### config.mk
export PLATFORM = sky130hd
export DESIGN_NAME = truth_table_sweep_flat
export DESIGN_NICKNAME = d
export VERILOG_FILES = /design/src/rtl/truth_table_sweep_if.sv /design/src/rtl/truth_table_sweep.sv /design/src/flat_wrapper.sv
export SDC_FILE = /design/constraint.sdc
export NUM_CORES = 1
export LEC_CHECK = 0
export BUFFER_PORTS_ARGS = -buffer_cell sky130_fd_sc_hd__buf_2
export CAP_MARGIN = 20
export CORE_AREA = 2 2 52 54
export CTS_BUF_LIST = sky130_fd_sc_hd__clkbuf_16
export DETAILED_ROUTE_END_ITERATION = 8
export DIE_AREA = 0 0 54 56
export PLACE_DENSITY = 0.78
export SLEW_MARGIN = 0
export SYNTH_ARGS = -nofsm -noshare
export SYNTH_HDL_FRONTEND = slang
export SYNTH_SLANG_ARGS = --single-unit
### constraint.sdc
create_clock -name clk -period 3.9 [get_ports clk]
set_input_delay 0 -clock clk [delete_from_list [all_inputs] [get_ports clk]]
set_output_delay 0 -clock clk [all_outputs]
set_load 0.1 [all_outputs]
### src/rtl/truth_table_sweep_if.sv
// Control/status bundle between a sweep requester and the sweep engine.
interface truth_table_sweep_if;
  logic       start;
  logic       abort;
  logic       busy;
  logic       done;
  logic [7:0] table_out;
  logic       pass;

  // Requester drives start/abort and observes status.
  modport master (output start, abort, input busy, done, table_out, pass);
  // Sweep engine consumes requests and reports status.
  modport slave  (input start, abort, output busy, done, table_out, pass);
endinterface

### src/rtl/truth_table_sweep.sv
// Walks a 3-input logic stage through all eight input vectors, holds each
// for SETTLE cycles, captures the stage output into an 8-bit truth table
// and compares it against a golden table.
module truth_table_sweep #(
  parameter int unsigned SETTLE   = 4,
  parameter logic [7:0]  EXPECTED = 8'h66
) (
  input  logic                  clk,
  input  logic                  rst_n,
  truth_table_sweep_if.slave    ctrl,
  input  logic                  dut_out,
  output logic                  in1,
  output logic                  in2,
  output logic                  in3
);

  typedef enum logic [1:0] {S_IDLE, S_SETTLE, S_DONE} state_t;

  localparam logic [7:0] LAST_CNT = 8'(SETTLE - 1);

  state_t     state_q, state_d;
  logic [2:0] idx_q, idx_d;
  logic [7:0] cnt_q, cnt_d;
  logic [7:0] tbl_q, tbl_d;
  logic       pass_q, pass_d;
  logic [2:0] vec_q, vec_d;
  logic [7:0] sampled;

  // Next-state logic: vector stepping, settle counting and table capture.
  always_comb begin
    state_d = state_q;
    idx_d   = idx_q;
    cnt_d   = cnt_q;
    tbl_d   = tbl_q;
    pass_d  = pass_q;
    sampled = tbl_q;
    case (state_q)
      S_IDLE: begin
        if (ctrl.start) begin
          state_d = S_SETTLE;
          idx_d   = 3'd0;
          cnt_d   = 8'd0;
          tbl_d   = 8'h00;
          pass_d  = 1'b0;
        end
      end
      S_SETTLE: begin
        if (ctrl.abort) begin
          state_d = S_IDLE;
          idx_d   = 3'd0;
          cnt_d   = 8'd0;
          tbl_d   = 8'h00;
          pass_d  = 1'b0;
        end else if (cnt_q == LAST_CNT) begin
          sampled[idx_q] = dut_out;
          tbl_d = sampled;
          cnt_d = 8'd0;
          if (idx_q == 3'd7) begin
            state_d = S_DONE;
            pass_d  = (sampled == EXPECTED);
          end else begin
            idx_d = idx_q + 3'd1;
          end
        end else begin
          cnt_d = cnt_q + 8'd1;
        end
      end
      S_DONE: begin
        state_d = S_IDLE;
        idx_d   = 3'd0;
      end
      default: state_d = S_IDLE;
    endcase
    vec_d = (state_d == S_SETTLE) ? idx_d : 3'b000;
  end

  // State and datapath registers, cleared asynchronously by rst_n.
  always_ff @(posedge clk or negedge rst_n) begin
    if (!rst_n) begin
      state_q <= S_IDLE;
      idx_q   <= 3'd0;
      cnt_q   <= 8'd0;
      tbl_q   <= 8'h00;
      pass_q  <= 1'b0;
      vec_q   <= 3'b000;
    end else begin
      state_q <= state_d;
      idx_q   <= idx_d;
      cnt_q   <= cnt_d;
      tbl_q   <= tbl_d;
      pass_q  <= pass_d;
      vec_q   <= vec_d;
    end
  end

  assign in1            = vec_q[2];
  assign in2            = vec_q[1];
  assign in3            = vec_q[0];
  assign ctrl.busy      = (state_q == S_SETTLE);
  assign ctrl.done      = (state_q == S_DONE);
  assign ctrl.table_out = tbl_q;
  assign ctrl.pass      = pass_q;

endmodule

### src/flat_wrapper.sv
// flat-port wrapper written by rule: the top's interface ports become plain ports
module truth_table_sweep_flat 
#(
  parameter int unsigned SETTLE   = 4,
  parameter logic [7:0]  EXPECTED = 8'h66
)
  (clk, rst_n, dut_out, in1, in2, in3, ctrl_start, ctrl_abort, ctrl_busy, ctrl_done, ctrl_table_out, ctrl_pass);
  truth_table_sweep_if ctrl_i ();
  input  logic clk;
  input  logic rst_n;
  input  logic dut_out;
  output logic in1;
  output logic in2;
  output logic in3;
  input wire logic [$bits(ctrl_i.start)-1:0] ctrl_start;
  input wire logic [$bits(ctrl_i.abort)-1:0] ctrl_abort;
  output wire logic [$bits(ctrl_i.busy)-1:0] ctrl_busy;
  output wire logic [$bits(ctrl_i.done)-1:0] ctrl_done;
  output wire logic [$bits(ctrl_i.table_out)-1:0] ctrl_table_out;
  output wire logic [$bits(ctrl_i.pass)-1:0] ctrl_pass;
  assign ctrl_i.start = ctrl_start;
  assign ctrl_i.abort = ctrl_abort;
  assign ctrl_busy = ctrl_i.busy;
  assign ctrl_done = ctrl_i.done;
  assign ctrl_table_out = ctrl_i.table_out;
  assign ctrl_pass = ctrl_i.pass;
  truth_table_sweep #(.SETTLE(SETTLE), .EXPECTED(EXPECTED)) u_core (.clk(clk), .rst_n(rst_n), .ctrl(ctrl_i), .dut_out(dut_out), .in1(in1), .in2(in2), .in3(in3));
endmodule
==> reports/summary.txt <==
Non-Filler Instances -> 201
Overflow after GRT -> 0
Global Route Usage Sum -> 22.8%
global-route wire length before repair -> 5150 um
max cap viols -> 0
fin nets -> 179
IO Pins -> 19
Pleak -> 0.711 nW
TritonCTS clock tree -> yes
final hold vios -> 0
met3 WL -> 117 um
Register Area -> 626 um2
Clock Skew -> 4.05 ps
Cells after Synth -> 156
initial DRC count -> 50
Vias -> 1220
most frequent cells in the layout -> 25 x dfrtp_1, 19 x o21ai_0, 18 x buf_2
Cells after DPL -> 196
setup TNS after final layout -> 0 ps
Post-CTS Setup Repair Bufs -> 0
Tightest Hold Check Type -> in -> reg
Worst Path Max Fanout -> 8
power per cell area -> 379 nW/um2
multi-input logic area -> 726 um2
worst skew pair latency -> 260 ps
antenna violations before repair -> 0
Yosys top cell by area -> dfrtp_1
top routing layer used -> met4
critical path type -> reg -> reg
Synth cell types -> 49
Metal-1 WL -> 1460 um
top_reg_cell synth -> dfrtp_1
Hold-fix buffers, CTS -> 1
clock root cell -> clkbuf_16
Synth top area share -> 43.7%
fraction of registers with async set or reset after synthesis -> 100%
Final HPWL DP -> 2160 um
min Tclk post-route -> 2340 ps
most common cell after layout, fill and taps aside -> dfrtp_1
status -> finished, final reports clean
period utilization -> 60.0%
Reg clk slew, reported paths -> 60 ps
unrepaired setup endpoints after global routing -> false
Initial DRT Pass Iterations -> 4
clk buf depth -> 2
num rows -> 18
Max Slew Vio Count -> 0
die width -> 54 um
post-synthesis cell area -> 1430 um2
PostCTS Resize Cnt -> 0
Avg Inst Size Synth -> 9.18 um2
Avg WL per Cell -> 15.0 um
area of the core -> 2430 um2
Starting Density -> 58.8%
Worst Tran Pin Value -> 629 ps
# DRC -> 0
CTS Buf Count -> 3
Syn Nets -> 163
share of cells above drive strength 1 -> 19.3%
kind of end point of the critical path -> flip-flop
Antenna Nets Post-Route -> 0
Seq/Total Area, Yosys -> 43.7%
top cells by area, synth -> dfrtp_1 44%, o21ai_0 6.6%, nor2_1 4.5%
DR vias/cell -> 6.07
Slew HR -> 57.9%
synth warn -> 0
Startpoint Class -> flip-flop
n_diodes -> 0
metal2 WL -> 1380 um
placer congestion estimate -> 0.813
Die Ht -> 56 um
fmax -> 0.428 GHz
vias in the first global route -> 1162
area grow syn2layout -> 10.4%
Setup-failing EPs final -> 0
pin count of the biggest net entering global routing -> 26
Fillers -> 205
Synth Register Bits -> 25
number of synthesized flops with an enable pin -> 0
H-tree depth -> 1
critical path arrival -> 2460 ps
Clock Sink Count -> 25
Worst EP required -> 4020 ps
I/O Buffers -> 18
drt total wl -> 3030 um
peak supply drop -> 0.304 mV
die area -> 3020 um2
-- state kept, by name, indices dropped and copies added, names as in the netlist --
name and cells:
u_core.idx_q 3, u_core.ctrl.pass 1, u_core.ctrl.table_out 8, u_core.state_q 2
u_core.vec_q 3, u_core.cnt_q 8
-- kinds of logic (layout without fill, tap and decap cells) --
kind of cell | count (synthesis) | in the layout | synth area share, %
xor+xnor | 3 | 3 | 1.84
mux | 2 | 2 | 1.40
buf+inv | 11 | 26 | 5.59
simple gates | 63 | 63 | 23.5
fa+ha+maj | 2 | 2 | 1.75
compound gates | 50 | 50 | 22.2
flops | 25 | 25 | 43.7
-- final timing paths --
| path | to | cells past startpoint | start | slack (ps) |
|---|---|---|---|---|
| worst max register to register | u_core.ctrl.table_out[5] | 6 | u_core.cnt_q[0] | 1560 |
| worst max-delay path | u_core.ctrl.table_out[5] | 6 | u_core.cnt_q[0] | 1560 |
| max in group asynchronous | u_core.cnt_q[5] | 2 | rst_n | 3280 |
| worst min-delay path | u_core.ctrl.table_out[2] | 3 | dut_out | 90 |
| min in group asynchronous | u_core.ctrl.table_out[7] | 2 | rst_n | 250 |
| worst min register to register | u_core.ctrl.pass | 2 | u_core.ctrl.pass | 480 |
-- layer usage --
layer  vias to the layer above  track usage (%)
met1                       584             32.1
met4                         0             8.57
met3                         7             2.42
li1                        597                -
met5                         -                0
met2                        32             35.4
-- cell type report --
class	count	area share (%)
Multi-Input combinational cell	120	45.9
Sequential cell	25	39.6
Timing Repair Buffer	19	6.33
Clock buffer	3	4.75
Tap cell	30	2.38
Inverter	3	0.713
Clock inverter	1	0.317
-- power breakdown --
part	total, mW	switching (mW)	internal, mW
Combinational	0.0939	0.0646	0.0294
Sequential	0.280	0.0130	0.267
Clock	0.224	0.0864	0.138
Total	0.599	0.164	0.435
-- critical path, cell delays in order (launching register included) --
cell	delay [ps]
dfrtp_1	400
ha_1	220
or3b_2	520
o21ai_1	390
nand2_1	290
o21ai_0	250
o21ai_0	130
-- synthesized netlist by cell type (2+ instances only) --
cell type  count
o31ai_1        3
ha_1           2
nor2_1        17
xor2_1         3
o22ai_1        4
nand3_1        6
clkbuf_8       2
a21oi_1        9
nor3_1         2
nand2_1       13
nand4_1        3
o21ai_1        2
nor2b_1        3
mux2i_1        2
inv_1          3
o21ai_0       19
and2_1         5
dfrtp_1       25
or4_4          2
clkbuf_1       2
-- per-stage QoR --
stage | hold slack [ps] | total power, mW | setup slack (ps) | instance area, um2 | utilization (%)
detailed placement | 14.9 | 0.378 | 1560 | 1490 | 61.3
finish | 90.4 | 0.599 | 1560 | 1580 | 65.0
global route | 109 | 0.627 | 1410 | 1580 | 65.0
floorplan | -296 | 0.360 | 1820 | 1430 | -
global placement | 8.02 | 0.375 | 1720 | 1490 | 61.3
CTS | 83.8 | 0.605 | 1550 | 1580 | 65.0
No activity file was read; power rests on OpenSTA's default activity.
